### src/rtl/wash_seq_timer_if.sv
// Command/status bundle between the panel key decoder (master) and wash_seq_timer (slave).
// The delay_s field is present only when DELAY_START_EN is defined.
interface wash_seq_timer_if #(
   parameter int unsigned TW = 8
);
   logic          power;
   logic          start;
   logic          pause;
   logic          abort;
   logic [2:0]    mode_sel;
   logic [2:0]    water_lvl;
   logic [1:0]    rinse_num;
`ifdef DELAY_START_EN
   logic [TW-1:0] delay_s;
`endif
   logic [2:0]    state;
   logic [1:0]    rinse_idx;
   logic [TW-1:0] phase_time;
   logic [TW-1:0] total_time;
   logic          in_water;
   logic          out_water;
   logic          done;

   modport master (
      output power, start, pause, abort, mode_sel, water_lvl, rinse_num,
`ifdef DELAY_START_EN
      output delay_s,
`endif
      input  state, rinse_idx, phase_time, total_time, in_water, out_water, done
   );

   modport slave (
      input  power, start, pause, abort, mode_sel, water_lvl, rinse_num,
`ifdef DELAY_START_EN
      input  delay_s,
`endif
      output state, rinse_idx, phase_time, total_time, in_water, out_water, done
   );
endinterface

### src/rtl/wash_seq_timer.sv
// Washing-cycle sequencer: WASH -> RINSE xN -> SPIN, timed in 1 s ticks with pause/resume/abort.
// Define DELAY_START_EN to add the delayed-start DELAY state and the delay_s input.
module wash_seq_timer #(
   parameter int unsigned TICK_DIV   = 100_000_000,
   parameter int unsigned TW         = 8,
   parameter int unsigned WASH_BASE  = 9,
   parameter int unsigned RINSE_BASE = 9,
   parameter int unsigned SPIN_BASE  = 3,
   parameter int unsigned DRAIN_PRE  = 3
) (
   input logic             clk,
   input logic             rst_n,
   wash_seq_timer_if.slave bus
);
   localparam int unsigned   CW      = (TICK_DIV > 1) ? $clog2(TICK_DIV) : 1;
   localparam logic [CW-1:0] CNT_MAX = CW'(TICK_DIV - 1);

   typedef enum logic [2:0] {
      S_IDLE  = 3'd0,
      S_WASH  = 3'd1,
      S_RINSE = 3'd2,
      S_SPIN  = 3'd3,
      S_PAUSE = 3'd4,
      S_DONE  = 3'd5
`ifdef DELAY_START_EN
      , S_DELAY = 3'd6
`endif
   } state_e;

   state_e        state_q, state_d, ret_q, ret_d;
   logic [1:0]    idx_q, idx_d;
   logic [TW-1:0] phase_q, phase_d, total_q, total_d;
   logic [CW-1:0] cnt_q, cnt_d;
   logic [2:0]    mode_q, mode_d, water_q, water_d;
   logic [1:0]    rnum_q, rnum_d;
   logic          in_q, in_d, out_q, out_d;
   logic          is_delay, running, tick;
   logic [1:0]    rnum_live;
   logic [TW-1:0] el, w_t;

   function automatic logic [TW-1:0] dur(input state_e s, input logic [2:0] w);
      case (s)
         S_WASH:  return TW'(WASH_BASE) + TW'(w);
         S_RINSE: return TW'(RINSE_BASE) + TW'(w) + TW'(w);
         S_SPIN:  return TW'(SPIN_BASE) + TW'(w);
         default: return '0;
      endcase
   endfunction

   function automatic state_e first_phase(input logic [2:0] m);
      if (m[0])      return S_WASH;
      else if (m[1]) return S_RINSE;
      else if (m[2]) return S_SPIN;
      else           return S_DONE;
   endfunction

   function automatic state_e after_rinse(input logic [2:0] m);
      return m[2] ? S_SPIN : S_DONE;
   endfunction

   function automatic logic [TW-1:0] total_of(input logic [2:0] m, input logic [2:0] w,
                                              input logic [1:0] rn);
      logic [TW-1:0] t;
      logic [TW-1:0] r;
      t = '0;
      r = dur(S_RINSE, w);
      if (m[0]) t = t + dur(S_WASH, w);
      if (m[1]) begin
         case (rn)
            2'd2:    t = t + r + r;
            2'd3:    t = t + r + r + r;
            default: t = t + r;
         endcase
      end
      if (m[2]) t = t + dur(S_SPIN, w);
      return t;
   endfunction

`ifdef DELAY_START_EN
   assign is_delay = (state_q == S_DELAY);
`else
   assign is_delay = 1'b0;
`endif
   assign running   = (state_q == S_WASH) || (state_q == S_RINSE) || (state_q == S_SPIN) || is_delay;
   assign tick      = running && (cnt_q == CNT_MAX);
   assign rnum_live = (bus.rinse_num == 2'd0) ? 2'd1 : bus.rinse_num;

   always_comb begin
      state_d = state_q;
      ret_d   = ret_q;
      idx_d   = idx_q;
      phase_d = phase_q;
      total_d = total_q;
      cnt_d   = cnt_q;
      mode_d  = mode_q;
      water_d = water_q;
      rnum_d  = rnum_q;
      if (running) cnt_d = tick ? '0 : cnt_q + CW'(1);

      case (state_q)
         S_IDLE: begin
            if (bus.start && (bus.mode_sel != '0)) begin
               mode_d  = bus.mode_sel;
               water_d = bus.water_lvl;
               rnum_d  = rnum_live;
               cnt_d   = '0;
               idx_d   = '0;
               total_d = total_of(bus.mode_sel, bus.water_lvl, rnum_live);
               state_d = first_phase(bus.mode_sel);
               phase_d = dur(state_d, bus.water_lvl);
`ifdef DELAY_START_EN
               if (bus.delay_s != '0) begin
                  state_d = S_DELAY;
                  phase_d = bus.delay_s;
               end
`endif
            end
         end
         S_PAUSE: if (bus.start) state_d = ret_q;
         S_DONE: begin
            cnt_d = '0;
            if (bus.start) state_d = S_IDLE;
         end
         default: begin
            if (tick) begin
               if (!is_delay) total_d = total_q - TW'(1);
               if (phase_q > TW'(1)) begin
                  phase_d = phase_q - TW'(1);
               end else begin
                  case (state_q)
                     S_WASH: begin
                        state_d = mode_q[1] ? S_RINSE : after_rinse(mode_q);
                        idx_d   = '0;
                     end
                     S_RINSE: begin
                        if (({1'b0, idx_q} + 3'd1) < {1'b0, rnum_q}) begin
                           state_d = S_RINSE;
                           idx_d   = idx_q + 2'd1;
                        end else begin
                           state_d = after_rinse(mode_q);
                        end
                     end
                     S_SPIN:  state_d = S_DONE;
                     default: state_d = first_phase(mode_q);
                  endcase
                  phase_d = dur(state_d, water_q);
               end
            end
            // A tick in the same cycle is applied first; the post-tick state is what resumes.
            if (bus.pause && (state_d != S_DONE)) begin
               ret_d   = state_d;
               state_d = S_PAUSE;
            end
         end
      endcase

      if (bus.abort || !bus.power) state_d = S_IDLE;

      if (state_d == S_IDLE) begin
         phase_d = dur(first_phase(bus.mode_sel), bus.water_lvl);
         total_d = total_of(bus.mode_sel, bus.water_lvl, rnum_live);
         cnt_d   = '0;
         idx_d   = '0;
      end else if (state_d == S_DONE) begin
         phase_d = '0;
         total_d = '0;
         cnt_d   = '0;
      end
   end

   // Indicators are registered from the next phase/time so they line up with phase_time.
   always_comb begin
      in_d  = 1'b0;
      out_d = 1'b0;
      w_t   = TW'(water_d);
      el    = dur(state_d, water_d) - phase_d;
      case (state_d)
         S_WASH:  in_d = (el < w_t);
         S_RINSE: begin
            out_d = (el < w_t + TW'(DRAIN_PRE));
            in_d  = !out_d && (el < w_t + w_t + TW'(DRAIN_PRE));
         end
         S_SPIN:  out_d = 1'b1;
         default: ;
      endcase
   end

   always_ff @(posedge clk or negedge rst_n) begin
      if (!rst_n) begin
         state_q <= S_IDLE;
         ret_q   <= S_IDLE;
         idx_q   <= '0;
         phase_q <= '0;
         total_q <= '0;
         cnt_q   <= '0;
         mode_q  <= '0;
         water_q <= '0;
         rnum_q  <= '0;
         in_q    <= 1'b0;
         out_q   <= 1'b0;
      end else begin
         state_q <= state_d;
         ret_q   <= ret_d;
         idx_q   <= idx_d;
         phase_q <= phase_d;
         total_q <= total_d;
         cnt_q   <= cnt_d;
         mode_q  <= mode_d;
         water_q <= water_d;
         rnum_q  <= rnum_d;
         in_q    <= in_d;
         out_q   <= out_d;
      end
   end

   assign bus.state      = state_q;
   assign bus.rinse_idx  = idx_q;
   assign bus.phase_time = phase_q;
   assign bus.total_time = total_q;
   assign bus.in_water   = in_q;
   assign bus.out_water  = out_q;
   assign bus.done       = (state_q == S_DONE);
endmodule

### src/flat_wrapper.sv
// flat-port wrapper written by rule: the top's interface ports become plain ports
module wash_seq_timer_flat 
#(
   parameter int unsigned TICK_DIV   = 100_000_000,
   parameter int unsigned TW         = 8,
   parameter int unsigned WASH_BASE  = 9,
   parameter int unsigned RINSE_BASE = 9,
   parameter int unsigned SPIN_BASE  = 3,
   parameter int unsigned DRAIN_PRE  = 3
)
  (clk, rst_n, bus_power, bus_start, bus_pause, bus_abort, bus_mode_sel, bus_water_lvl, bus_rinse_num, bus_state, bus_rinse_idx, bus_phase_time, bus_total_time, bus_in_water, bus_out_water, bus_done);
  wash_seq_timer_if #(.TW(TW)) bus_i ();
  input logic clk;
  input logic rst_n;
  input wire logic [$bits(bus_i.power)-1:0] bus_power;
  input wire logic [$bits(bus_i.start)-1:0] bus_start;
  input wire logic [$bits(bus_i.pause)-1:0] bus_pause;
  input wire logic [$bits(bus_i.abort)-1:0] bus_abort;
  input wire logic [$bits(bus_i.mode_sel)-1:0] bus_mode_sel;
  input wire logic [$bits(bus_i.water_lvl)-1:0] bus_water_lvl;
  input wire logic [$bits(bus_i.rinse_num)-1:0] bus_rinse_num;
  output wire logic [$bits(bus_i.state)-1:0] bus_state;
  output wire logic [$bits(bus_i.rinse_idx)-1:0] bus_rinse_idx;
  output wire logic [$bits(bus_i.phase_time)-1:0] bus_phase_time;
  output wire logic [$bits(bus_i.total_time)-1:0] bus_total_time;
  output wire logic [$bits(bus_i.in_water)-1:0] bus_in_water;
  output wire logic [$bits(bus_i.out_water)-1:0] bus_out_water;
  output wire logic [$bits(bus_i.done)-1:0] bus_done;
  assign bus_i.power = bus_power;
  assign bus_i.start = bus_start;
  assign bus_i.pause = bus_pause;
  assign bus_i.abort = bus_abort;
  assign bus_i.mode_sel = bus_mode_sel;
  assign bus_i.water_lvl = bus_water_lvl;
  assign bus_i.rinse_num = bus_rinse_num;
  assign bus_state = bus_i.state;
  assign bus_rinse_idx = bus_i.rinse_idx;
  assign bus_phase_time = bus_i.phase_time;
  assign bus_total_time = bus_i.total_time;
  assign bus_in_water = bus_i.in_water;
  assign bus_out_water = bus_i.out_water;
  assign bus_done = bus_i.done;
  wash_seq_timer #(.TICK_DIV(TICK_DIV), .TW(TW), .WASH_BASE(WASH_BASE), .RINSE_BASE(RINSE_BASE), .SPIN_BASE(SPIN_BASE), .DRAIN_PRE(DRAIN_PRE)) u_core (.clk(clk), .rst_n(rst_n), .bus(bus_i));
endmodule
### config.mk
export PLATFORM = sky130hd
export DESIGN_NAME = wash_seq_timer_flat
export DESIGN_NICKNAME = d
export VERILOG_FILES = /design/src/rtl/wash_seq_timer_if.sv /design/src/rtl/wash_seq_timer.sv /design/src/flat_wrapper.sv
export SDC_FILE = /design/constraint.sdc
export NUM_CORES = 1
export LEC_CHECK = 0
export CORE_MARGIN = 2
export CORE_UTILIZATION = 60
export CTS_CLUSTER_DIAMETER = 100
export DETAILED_ROUTE_END_ITERATION = 10
export DONT_BUFFER_PORTS = 1
export PLACE_DENSITY = 0.76
export SLEW_MARGIN = 15
export SYNTH_ARGS = -nofsm -noshare
export SYNTH_HDL_FRONTEND = slang
export SYNTH_SLANG_ARGS = --single-unit
### constraint.sdc
create_clock -name clk -period 11.8 [get_ports clk]
set_clock_uncertainty 0.05 [all_clocks]
set_input_delay 1.77 -clock clk [delete_from_list [all_inputs] [get_ports clk]]
set_output_delay 1.77 -clock clk [all_outputs]
set_load 0.02 [all_outputs]
# Word level (Yosys, flattened, before mapping)

Index checks and enable logic that the tools add are counted.

Register bits after elaboration: 61
Input bits: 14
Output and inout port bits: 24
Word-level logic and storage cells: 168

Add/sub/neg operators: 25
Magnitude comparators: 5
Eq/ne operators: 28
Muxes and demuxes: 76
Bitwise operators: 1
Reductions and logical operators: 22

Operator list:

| cell                  | count |
|---|---|
| $mux 8                | 27 |
| $mux 27               | 5 |
| $pmux 8 s3            | 4 |
| $mux 3                | 23 |
| $add 8x8->8           | 8 |
| $pmux 8 s2            | 4 |
| $pmux 27 s2           | 1 |
| $eq 3x2->1 const B    | 10 |
| $add 27x1->27 const B | 1 |
| $eq 27x27->1 const B  | 1 |
| $add 8x3->8           | 3 |
| $pmux 3 s3            | 2 |
| $lt 8x8->1            | 2 |
| $sub 8x1->8 const B   | 2 |
| $add 4x3->5 const A   | 3 |
| $eq 3x1->1 const B    | 5 |
| $add 2x3->4 const A   | 3 |
| $mux 2                | 6 |
| $eq 3x3->1 const B    | 3 |
| $add 8x2->8 const B   | 1 |
| $gt 8x1->1 const B    | 1 |
| $lt 8x3->1            | 1 |
| $pmux 2 s2            | 2 |
| $reduce_bool 4->1     | 2 |
| other kinds (24)      | 37 |

# Longest topological paths before layout

Gate-level depths: netlist of run 1.

Word-level depth: 26
Gate-level depth with buffers: 24
Mapped depth without buffers: 24

# Worst setup path before layout of run 1

No wires, ideal clock.

Path type: input to register
Start: in bus_water_lvl[0]
End: reg u_core.total_q[7], in the netlist u_core.bus.total_time[7]
Setup time: 124 ps
Arrival: 6381 ps
Slack: 5245 ps
Cell stages on the path: 23
Buffers on the path: 0
Path through: ha_1 -> inv_1 -> ha_1 -> xnor2_1 -> xor2_1 -> ha_1 -> xnor2_1 -> ha_1 -> a21oi_1 -> o21ai_0 -> xor2_1 -> ha_1 -> nand2_1 -> o31a_1 -> and3_1 -> a221oi_1 -> o22ai_1 -> ha_1 -> nor2b_1 -> o211a_1 -> o211ai_1 -> xnor2_1 -> a211o_1

Word-level cells in the longest chain between the ends: 17
Elaborated cells between the ends (all ways): 35
Classes of those cells: 11 x add/sub; 24 x mux

RTL lines:

| what                                  | RTL line                                                         | source |
|---|---|---|
| start: declaration                    | flat_wrapper.sv:20                                               | `input wire logic [$bits(bus_i.water_lvl)-1:0] bus_water_lvl;` |
| $add 4x3->5                           | wash_seq_timer.sv:43, wash_seq_timer.sv:44                       |  |
| $add 8x3->8 or $mux 8 (tied branches) | wash_seq_timer.sv:44, wash_seq_timer.sv:67                       |  |
| $mux 8                                | wash_seq_timer.sv:102                                            | `if (bus.start && (bus.mode_sel != '0)) begin` |
| $mux 8                                | wash_seq_timer.sv:100                                            | `case (state_q)` |
| $add 8x8->8                           | wash_seq_timer.sv:70, wash_seq_timer.sv:71, wash_seq_timer.sv:72 |  |
| $add 8x8->8                           | wash_seq_timer.sv:70, wash_seq_timer.sv:71                       |  |
| $add 8x8->8                           | wash_seq_timer.sv:71                                             | `2'd3: t = t + r + r + r;` |
| $pmux 8 s2                            | wash_seq_timer.sv:69                                             | `case (rn)` |
| $mux 8                                | wash_seq_timer.sv:68                                             | `if (m[1]) begin` |
| $mux 8                                | wash_seq_timer.sv:102                                            |  |
| $mux 8                                | wash_seq_timer.sv:100                                            |  |
| $add 8x8->8                           | wash_seq_timer.sv:75                                             | `if (m[2]) t = t + dur(S_SPIN, w);` |
| $mux 8                                | wash_seq_timer.sv:75                                             |  |
| $mux 8                                | wash_seq_timer.sv:102                                            |  |
| $pmux 8 s2                            | wash_seq_timer.sv:100                                            |  |
| $mux 8                                | wash_seq_timer.sv:164                                            | `end else if (state_d == S_DONE) begin` |
| $mux 8 (*)                            | wash_seq_timer.sv:159                                            | `if (state_d == S_IDLE) begin` |
| end signal: assignment                | wash_seq_timer.sv:206                                            | `total_q <= total_d;` |
| end: declaration                      | wash_seq_timer.sv:32                                             | `logic [TW-1:0] phase_q, phase_d, total_q, total_d;` |

Mark *: on every way between the ends. The rest lies on a longest branch, timed or not. The select of a mux whose other input is x is not followed.
A chain may end at the register's enable or synchronous reset.

# Worst setup path after layout of run 1

Same ends and word-level chain as after synthesis.

==> out/results.tsv, run 1 <==
stage	metric	value	unit
global_route	overflow	0	
critical_path	cp.buffers_inverters	1	
critical_path	crit_path_start_kind	input port	
critical_path	r2r_start	u_core.cnt_q[11]$_DFF_PN0_	
global_route	grt_start_max_net_pins	62	
routing	ant_nets	0	
place	post-dp-hpwl	12.42	mm
hold_path	hold_path.class	flip-flop to flip-flop	
place	place_congestion	0.9566	
routing	first_iter_violations	525	
outcome	outcome	completed	
place	post-place-cells	878	
pwr	leakage	2.722	nW
critical_path	cp_cell_sequence	ha_1 -> inv_1 -> ha_1 -> xnor2_1 -> xor2_1 -> ha_1 -> xnor2_1 -> ha_1 -> a21oi_1 -> o21ai_0 -> xor2_1 -> ha_1 -> nand2_1 -> o31a_1 -> and3_1 -> a221oi_1 -> o22ai_1 -> ha_1 -> nor2b_1 -> o211a_1 -> o211ai_1 -> xnor2_1 -> a211o_1	
logic_synthesis	synth_common_cells	nor2_1, nand2_1, dfrtp_1	
clock_tree	clock_sinks	61	
logic_synthesis	synthTopCellsByArea	dfrtp_1, ha_1, nor2_1	
critical_path	crit_family	adder cells	
clock_tree	cts_buffer_depth	2	
floorplanning	die_w	105.5	um
logic_synthesis	syn_area	6185	um2
critical_path	crit_type	input port to flip-flop	
routing	drc	0	
critical_path	r2r_slack	5.20	ns
global_route	first_global_vias	5519	
layout	stdcell_count	894	
clock_tree	root_buffer	clkbuf_8	
floorplanning	core_area	10180	um2
routing	first_pass_iters	5	
timing	clock.fmax	0.1492	GHz
clock_tree	holdBufCountCts	0	
timing	relSlewSlack	38.79	%
logic_synthesis	synth_top_area_share	24.68	%
logic_synthesis	async_flop_share	100.0	%
logic_synthesis	dominantRegCellSynth	dfrtp_1	
global_route	grt_pass1_wl	27.25	mm
clock_tree	cts_buffers	9	
clock_tree	post_cts_resized	0	
floorplanning	die_y	105.5	um
layout	n_fill_cell	911	
timing	worst_slew_pin_slew	0.9113	ns
logic_synthesis	syn_avg_cell_area	7.960	um2
critical_path	crit_top_cell	ha_1	
timing	setup_viol	0	
logic_synthesis	ys_types	75	
timing	fin_setup_tns	0	ns
logic_synthesis	ys.warnings.count	0	
layout	antennaDiodeCount	0	
layout	layout-drive-gt1-share	5.013	%
critical_path	reg2reg_to	u_core.bus.in_water$_DFF_PN0_	
critical_path	slowest_stage	ha_1	
critical_path	max_stage_delay	0.37	ns
clock_tree	ctsHtreeMaxLevel	3	
logic_synthesis	ys_seq_area_share	24.68	%
layout	area_delta_synth_final	3.257	%
routing	drt_wl_total	16.20	mm
timing	rsz0062_at_grt	no	
layout	final_nets	821	
global_route	antenna_found_initial	0	
timing	finalMaxSlewViolations	0	
timing	timing_hold_violations_final	0	
clock_tree	cts_setup_buffers	0	
hold_path	worstHoldPathCells	2	
logic_synthesis	synth_seq_cells	61	
timing	period_minus_slack	6.702	ns
logic_synthesis	synthesis.nets	845	
critical_path	worstRegToRegCells	19	
pwr	power.density	131.9	nW/um2
logic_synthesis	syn_inst	777	
place	io_buffers	0	
floorplanning	die-area	11140	um2
logic_synthesis	synth_edf_count	0	
critical_path	cp_max_fo	11	
timing	fin_crit_sh	56.80	%
floorplanning	start_util	60.72	%
routing	avgRoutedWirePerCell	18.12	um
logic_synthesis	synth_most_common_cell	nor2_1	
logic_synthesis	yosysTopAreaCell	dfrtp_1	
critical_path	required	12.01	ns
critical_path	arrival	6.91	ns
clock_tree	cts_tree	done	
hold_path	hp-start	u_core.rnum_q[1]$_DFFE_PN0P_	
hold_path	hold_end	u_core.rnum_q[1]$_DFFE_PN0P_	
job	cap_viol_max_count	0	
pwr	ir_worst_vdd	78.37	uV
clock_tree	clk_pin_slew	0.08	ns
routing	avgViaCountPerCell	6.493	
critical_path	worstSetupEndpointType	flip-flop	
routing	num_vias	5805	
clock_tree	clk_latency	0.36	ns
floorplanning	rows	37	
floorplanning	ios	38	
global_route	grt_util_all_layers	30.07	%
## worst max-delay path by stage
stage,startpoint,to,slack [ns],cells after the start
after CTS,bus_water_lvl[0],u_core.bus.total_time[7]$_DFFE_PN0P_,5.13,23
after floorplan,bus_water_lvl[0],u_core.bus.total_time[7]$_DFFE_PN0P_,5.25,23
after global placement,bus_water_lvl[0],u_core.bus.total_time[7]$_DFFE_PN0P_,4.96,23
after detailed placement,bus_water_lvl[0],u_core.bus.total_time[7]$_DFFE_PN0P_,4.76,23
after global routing,bus_water_lvl[0],u_core.bus.total_time[7]$_DFFE_PN0P_,4.75,23
final,bus_water_lvl[0],u_core.bus.total_time[7]$_DFFE_PN0P_,5.10,23
## routing by layer
layer / track usage (%) / share of wire [%]
met1: 40.31 / 43
met2: 46.91 / 46
met3: 5.999 / 7.7
met4: 13.63 / 3.5
met5: 0 / 0
## cell type report
type                            count  area, um2  area share, %
Multi-Input combinational cell    649       4379          68.57
Inverter                           32      120.1          1.881
Sequential cell                    61       1526          23.90
Clock inverter                      7      66.31          1.038
Tap cell                          136      170.2          2.665
Clock buffer                        9      123.9          1.940
## flip-flops by register name, indices dropped and copies added, names as in the netlist
signal and count:
u_core.mode_q 3, u_core.bus.total_time 8, u_core.bus.out_water 1, u_core.bus.in_water 1, u_core.bus.state 3, u_core.water_q 3
u_core.cnt_q 27, u_core.ret_q 3, u_core.bus.phase_time 8, u_core.bus.rinse_idx 2, u_core.rnum_q 2
## metrics by stage
step	total power [mW]	setup slack [ns]	hold WS, ns	cell area [um2]	util [%]
after floorplan	0.5773	5.245	0.3997	6185	-
after global placement	0.6370	4.962	0.4139	6196	60.84
after detailed placement	0.6535	4.758	0.4227	6196	60.84
after CTS	0.8397	5.133	0.4372	6386	62.70
after global routing	0.9015	4.747	0.4836	6386	62.70
final	0.8425	5.098	0.4302	6386	62.70
## worst register-to-register path, cell delays in order (launching register included)
cell and delay [ns]:
dfrtp_1 0.43, or4b_1 0.56, or4_4 0.53, nor4_4 0.84, nand3_1 0.26, a31o_1 0.42
mux2i_2 0.45, nand2b_1 0.53, o2bb2ai_1 0.21, ha_1 0.24, inv_1 0.08, fa_1 0.49
ha_1 0.30, nor2b_1 0.13, o21a_1 0.17, o21ai_0 0.16, nand2b_1 0.08, a21oi_1 0.16
nand3_1 0.10, a211oi_1 0.31
## cell families (layout without fill, tap and decap cells)
family          after synthesis  count (layout)  synth area share [%]
compound gates              201             201                 22.13
simple gates                317             317                 25.83
buf+inv                      67              48                 4.511
mux                          19              19                 3.338
flops                        61              61                 24.68
xor+xnor                     58              58                 8.214
fa+ha+maj                    54              54                 11.29
## where the power goes
part	internal [mW]	leakage (nW)	total (mW)	switching (mW)
Combinational	0.166	1.81	0.385	0.219
Clock	0.0961	0.0987	0.185	0.0890
Sequential	0.227	0.810	0.273	0.0451
Total	0.489	2.72	0.843	0.353
## cells in the final DEF, fill, tap and decap left out, types with 12 or more instances in the layout
| cell type | synthesis | routed |
|---|---|---|
| dfrtp_1 | 61 | 61 |
| nor2b_1 | 17 | 17 |
| xor2_1 | 28 | 28 |
| nor3_1 | 22 | 22 |
| nor2_1 | 91 | 91 |
| ha_1 | 51 | 51 |
| nand2b_1 | 12 | 12 |
| inv_1 | 32 | 32 |
| a21oi_1 | 43 | 43 |
| o21ai_0 | 39 | 39 |
| nand3_1 | 30 | 30 |
| xnor2_1 | 30 | 30 |
| nand2_1 | 71 | 71 |
No activity file was read; power rests on OpenSTA's default activity.
==> run 2: changes to the inputs <==
Settings changed: ABC_AREA set to 1, CORE_UTILIZATION 60 to 59, PLACE_DENSITY 0.76 to 0.78.
Clock period 11.8 ns to 5.7 ns, I/O delays scaled along.
==> out/results.tsv, run 2 <==
stage	metric	value	unit	change
outcome	outcome	completed		
pwr	ir_worst_vdd	235.2	uV	+200%
layout	antennaDiodeCount	0		unchanged
layout	multi_input_area	3993	um2	-8.8%
clock_tree	cts_buffer_depth	2		unchanged
place	place_congestion	0.9654		+0.92%
global_route	grtUsageMet2	44.90	%	-2.0 points
floorplanning	ios	38		unchanged
logic_synthesis	synth_seq_cells	61		unchanged
timing	fin_crit_sh	91.66	%	
floorplanning	die_w	106.8	um	+1.2%
layout	n_fill_cell	996		+9.3%
logic_synthesis	synth_common_cells	nand2_1, inv_1, nor2_1		
logic_synthesis	ys_types	55		-27%
floorplanning	rows	37		unchanged
global_route	grt_util_all_layers	27.76	%	-2.3 points
global_route	busiest_layer	met2		
clock_tree	ctsHtreeMaxLevel	3		unchanged
place	place_ws	0.1459	ns	-4.612 ns
layout	layout-drive-gt1-share	7.219	%	+2.2 points
clock_tree	post_cts_resized	0		unchanged
critical_path	reg2reg_to	u_core.bus.in_water$_DFF_PN0_		
floorplanning	core_area	10280	um2	+0.91%
global_route	first_global_vias	5588		+1.3%
layout	largest-register	u_core.cnt_q		
global_route	grt_pass1_wl	25.67	mm	-5.8%
global_route	overflow	0		unchanged
clock_tree	holdBufCountCts	0		unchanged
timing	setup_viol	0		unchanged
logic_synthesis	syn_avg_cell_area	6.681	um2	-16%
timing	period_minus_slack	5.224	ns	
logic_synthesis	synthesis.nets	1001		+18%
logic_synthesis	synth_edf_count	0		unchanged
floorplanning	die-area	11400	um2	+2.4%
pwr	power.density	281.0	nW/um2	+110%
timing	worst_slew_pin_slew	0.5319	ns	-0.3794 ns
timing	clock.fmax	0.1914	GHz	
routing	ant_nets	0		unchanged
logic_synthesis	syn_inst	933		+20%
job	cap_viol_max_count	0		unchanged
logic_synthesis	syn_area	6233	um2	+0.79%
routing	avgRoutedWirePerCell	13.79	um	-24%
timing	finalMaxSlewViolations	0		unchanged
pwr	leakage	3.169	nW	+16%
timing	rsz0062_at_grt	no		
hold_path	hold_path.class	input port to async pin		
routing	drc	0		unchanged
place	post-place-cells	1063		+21%
critical_path	max_stage_delay	0.35	ns	-0.02 ns
global_route	use_met1	36.81	%	-3.5 points
critical_path	r2r_slack	0.68	ns	-4.52 ns
layout	largest_reg_flops	27		unchanged
routing	first_iter_violations	499		-5.0%
clock_tree	root_buffer	clkbuf_8		
routing	avgViaCountPerCell	5.479		-16%
layout	final_nets	1006		+23%
layout	area_delta_synth_final	5.660	%	
layout	final_cell_mix	nand2_1, inv_1, nor2_1		
timing	timing_hold_violations_final	0		unchanged
layout	final_core_util	64.09	%	+1.4 points
critical_path	r2r_start	u_core.bus.state[0]$_DFF_PN0_		
critical_path	arrival	5.42	ns	-1.49 ns
logic_synthesis	async_flop_share	100.0	%	unchanged
floorplanning	start_util	60.65	%	-0.072 points
logic_synthesis	synthTopCellsByArea	dfrtp_1, nand2_1, ha_1		
logic_synthesis	synth_most_common_cell	nand2_1		
layout	regArea	1526	um2	unchanged
global_route	grt_start_max_net_pins	62		unchanged
timing	hold_ws	0.1337	ns	-0.2966 ns
timing	relSlewSlack	64.50	%	+26 points
global_route	antenna_found_initial	0		unchanged
critical_path	cp_max_fo	5		-6
place	io_buffers	0		unchanged
clock_tree	cts_setup_buffers	0		unchanged
logic_synthesis	synth_top_area_share	24.49	%	-0.19 points
routing	num_vias	5906		+1.7%
critical_path	worstSetupEndpointType	flip-flop		
logic_synthesis	yosysTopAreaCell	dfrtp_1		
layout	final_common_cell	nand2_1		
clock_tree	cts_buffers	9		unchanged
global_route	use_met3	4.377	%	-1.6 points
logic_synthesis	ys.warnings.count	0		unchanged
critical_path	required	5.90	ns	-6.11 ns
floorplanning	die_y	106.8	um	+1.2%
clock_tree	cts_tree	done		
critical_path	crit_type	input port to flip-flop		
logic_synthesis	ys_seq_area_share	24.49	%	-0.19 points
logic_synthesis	dominantRegCellSynth	dfrtp_1		
layout	stdcell_count	1078		+21%
routing	drt_wl_total	14.87	mm	-8.2%
clock_tree	clk_latency	0.36	ns	about the same
critical_path	worstRegToRegCells	25		+6
critical_path	slowest_stage	ha_1		
place	post-dp-hpwl	11.70	mm	-5.8%
timing	setup_ws	0.4755	ns	-4.622 ns
critical_path	crit_path_start_kind	input port		
clock_tree	clock_sinks	61		unchanged
clock_tree	clk_pin_slew	0.08	ns	about the same
timing	fin_setup_tns	0	ns	unchanged
routing	first_pass_iters	5		unchanged
[run 2: changes by cell type in the layout (fill, tap and decap cells not counted), moves of 11 or more]
cell	previous run	this run
nand2b_1	12	0
nor2b_1	17	0
inv_1	32	157
o21ai_0	39	72
nand2_1	71	208
nand3_1	30	49
mux2i_1	11	0
xnor2_1	30	14
[run 2: final cells by class]
cell class                 count  share of cell area, %
inverter                     168                  9.688
clock inverter                 4                  1.102
multi-input combinational    692                  60.62
sequential                    61                  23.18
clock buffer                  11                  2.147
tap                          136                  2.584
timing repair buffer           6                 0.6839
[run 2: cells by family (layout without fill, tap and decap cells)]
group | Yosys count | after routing | share of synthesized area (%)
AOI/OAI and AO/OA | 173 | 173 | 16.32
xor gates and xnor gates | 40 | 40 | 5.620
and+or+nand+nor | 425 | 425 | 30.91
adders and majority gates | 54 | 54 | 11.20
DFF | 61 | 61 | 24.49
buffers and inverters | 180 | 189 | 11.46
[run 2: per-layer routing]
metal / up-vias / routed length, um
met1: 2654 / 6851
met4: 0 / 435
met5: - / 0
met2: 162 / 6806
met3: 30 / 777
li1: 3060 / -
[run 2: power by group]
part	total (mW)	leakage [nW]	internal (mW)	switching, mW
clock	0.426	0.105	0.255	0.171
combinational	0.877	2.25	0.344	0.533
sequential	0.548	0.811	0.469	0.0790
[run 2: worst max-delay path, delay by kind of cell]
| kind | cells | cell delay [ns] |
|---|---|---|
| AND/OR/NAND/NOR | 10 | 1.04 |
| XOR/XNOR | 5 | 0.90 |
| buffers and inverters | 6 | 0.43 |
| adder cells (fa/ha/maj) | 6 | 1.82 |
| AO/OA/AOI/OAI | 3 | 0.36 |
[run 2: metrics by stage]
step           power [mW]  area, um2
2_1_floorplan       1.253       6233
3_3_place_gp        1.403       6372
3_5_place_dp        1.421       6372
4_1_cts             1.856       6586
5_1_grt             2.018       6586
6_report            1.851       6586
[run 2: worst max-delay path by stage]
stage,start,end,slack (ns),depth (start not counted)
2_1_floorplan,bus_water_lvl[0],u_core.bus.total_time[7]$_DFFE_PN0P_,0.48,30
6_report,bus_water_lvl[0],u_core.bus.total_time[7]$_DFFE_PN0P_,0.48,30
5_1_grt,bus_water_lvl[0],u_core.bus.total_time[7]$_DFFE_PN0P_,0.03,30
4_1_cts,bus_water_lvl[0],u_core.bus.total_time[7]$_DFFE_PN0P_,0.51,30
3_5_place_dp,bus_water_lvl[0],u_core.bus.total_time[7]$_DFFE_PN0P_,0.15,30
3_3_place_gp,bus_water_lvl[0],u_core.bus.total_time[7]$_DFFE_PN0P_,0.28,30
==> run 3: changes to the inputs <==
Settings changed: CORE_MARGIN 2 to not set.
==> out/results.tsv, run 3 (synthesis results as in run 2) <==
stage	metric	value	unit	change
outcome	outcome	completed		
layout	largest_reg_flops	27		unchanged
global_route	grtUsageMet2	46.59	%	+1.7 points
floorplanning	start_util	60.65	%	unchanged
timing	relSlewSlack	63.73	%	-0.77 points
timing	worst_slew_pin_slew	0.5435	ns	+0.01157 ns
critical_path	worstRegToRegCells	27		+8.0%
layout	layout-drive-gt1-share	7.317	%	+0.098 points
critical_path	arrival	5.43	ns	about the same
timing	clock.fmax	0.1914	GHz	about the same
routing	first_iter_violations	475		-4.8%
clock_tree	cts_buffer_depth	2		unchanged
clock_tree	cts_setup_buffers	0		unchanged
routing	drt_wl_total	14.92	mm	+0.33%
clock_tree	cts_buffers	9		unchanged
floorplanning	die_y	104.8	um	-1.9%
routing	drc	0		unchanged
critical_path	slowest_stage	ha_1		
routing	ant_nets	0		unchanged
hold_path	hold_path.class	input port to async pin		
clock_tree	ctsHtreeMaxLevel	3		unchanged
timing	fin_crit_sh	91.67	%	about the same
pwr	power	1.874	mW	+1.2%
job	cap_viol_max_count	0		unchanged
timing	finalMaxSlewViolations	0		unchanged
layout	n_fill_cell	952		-4.4%
critical_path	cp_max_fo	5		unchanged
timing	period_minus_slack	5.225	ns	+0.0007680 ns
layout	final_common_cell	nand2_1		
layout	final_nets	1006		unchanged
pwr	power.density	284.0	nW/um2	+1.1%
timing	hold_ws	0.1385	ns	+0.004848 ns
global_route	use_met3	6.238	%	+1.9 points
critical_path	required	5.90	ns	about the same
layout	antennaDiodeCount	0		unchanged
floorplanning	rows	37		unchanged
timing	setup_viol	0		unchanged
timing	timing_hold_violations_final	0		unchanged
global_route	first_global_vias	5522		-1.2%
clock_tree	holdBufCountCts	0		unchanged
global_route	use_met1	37.17	%	+0.36 points
clock_tree	clk_latency	0.36	ns	about the same
place	post-dp-hpwl	11.75	mm	+0.42%
floorplanning	ios	38		unchanged
routing	num_vias	5863		-0.73%
layout	largest-register	u_core.cnt_q		
timing	rsz0062_at_grt	no		
routing	first_pass_iters	7		+2
layout	area_delta_synth_final	5.841	%	
global_route	busiest_layer	met2		
clock_tree	clk_pin_slew	0.07	ns	about the same
place	io_buffers	0		unchanged
floorplanning	die_w	104.8	um	-1.9%
global_route	overflow	0		unchanged
critical_path	r2r_slack	0.73	ns	+0.05 ns
critical_path	max_stage_delay	0.35	ns	about the same
timing	fin_setup_tns	0	ns	unchanged
floorplanning	die-area	10980	um2	-3.7%
clock_tree	clock_sinks	61		unchanged
place	place_congestion	0.9439		-2.2%
pwr	ir_worst_vdd	237.0	uV	+0.76%
clock_tree	root_buffer	clkbuf_8		
place	place_ws	0.1316	ns	-0.01422 ns
global_route	grt_util_all_layers	28.77	%	+1.0 points
critical_path	crit_path_start_kind	input port		
clock_tree	cts_tree	done		
critical_path	worstSetupEndpointType	flip-flop		
critical_path	reg2reg_to	u_core.bus.in_water$_DFF_PN0_		
global_route	grt_pass1_wl	25.63	mm	-0.16%
timing	setup_ws	0.4747	ns	-0.0007680 ns
clock_tree	post_cts_resized	0		unchanged
critical_path	crit_type	input port to flip-flop		
layout	final_cell_mix	nand2_1, inv_1, nor2_1		
critical_path	cp.buffers_inverters	6		unchanged
global_route	grt_start_max_net_pins	62		unchanged
routing	avgRoutedWirePerCell	13.83	um	+0.24%
global_route	antenna_found_initial	0		unchanged
critical_path	r2r_start	u_core.bus.state[0]$_DFF_PN0_		
pwr	leakage	3.180	nW	+0.35%
critical_path	crit_family	adder cells		
floorplanning	core_area	10280	um2	unchanged
routing	avgViaCountPerCell	5.434		-0.82%
==> run 3: worst max path at each step <==
| stage | startpoint | endpoint | slack, ns | cells after the start |
|---|---|---|---|---|
| 3_5_place_dp | bus_water_lvl[0] | u_core.bus.total_time[7]$_DFFE_PN0P_ | 0.13 | 30 |
| 5_1_grt | bus_water_lvl[0] | u_core.bus.total_time[7]$_DFFE_PN0P_ | 0.04 | 30 |
| 4_1_cts | bus_water_lvl[0] | u_core.bus.total_time[7]$_DFFE_PN0P_ | 0.51 | 30 |
| 3_3_place_gp | bus_water_lvl[0] | u_core.bus.total_time[7]$_DFFE_PN0P_ | 0.28 | 30 |
| 2_1_floorplan | bus_water_lvl[0] | u_core.bus.total_time[7]$_DFFE_PN0P_ | 0.48 | 30 |
| 6_report | bus_water_lvl[0] | u_core.bus.total_time[7]$_DFFE_PN0P_ | 0.47 | 30 |
==> run 3: routing by layer <==
layer  wire length, um  vias up
met5                 0        -
met2              6833      138
li1                  -     3053
met3               819       31
met4               330        0
met1              6936     2641
==> run 3: cell type report <==
cell class	count	area (um2)	share of cell area (%)
Tap cell	136	170.2	2.579
Clock buffer	12	155.1	2.352
Sequential cell	61	1526	23.14
Clock inverter	4	70.07	1.062
Timing Repair Buffer	6	45.04	0.6827
Inverter	168	638.1	9.672
Multi-Input combinational cell	692	3993	60.52
==> run 3: power breakdown <==
part / total [mW] / switching [mW] / internal [mW]
sequential: 0.549 / 0.0797 / 0.469
combinational: 0.875 / 0.531 / 0.343
clock: 0.450 / 0.181 / 0.269
total: 1.87 / 0.793 / 1.08
==> run 3: per-stage QoR <==
step	instances	instance area [um2]	utilization (%)
global placement	1063	6372	62.00
CTS	1079	6598	64.20
floorplan	933	6233	-
detailed placement	1063	6372	62.00
global route	1079	6598	64.20
finish	1079	6598	64.20
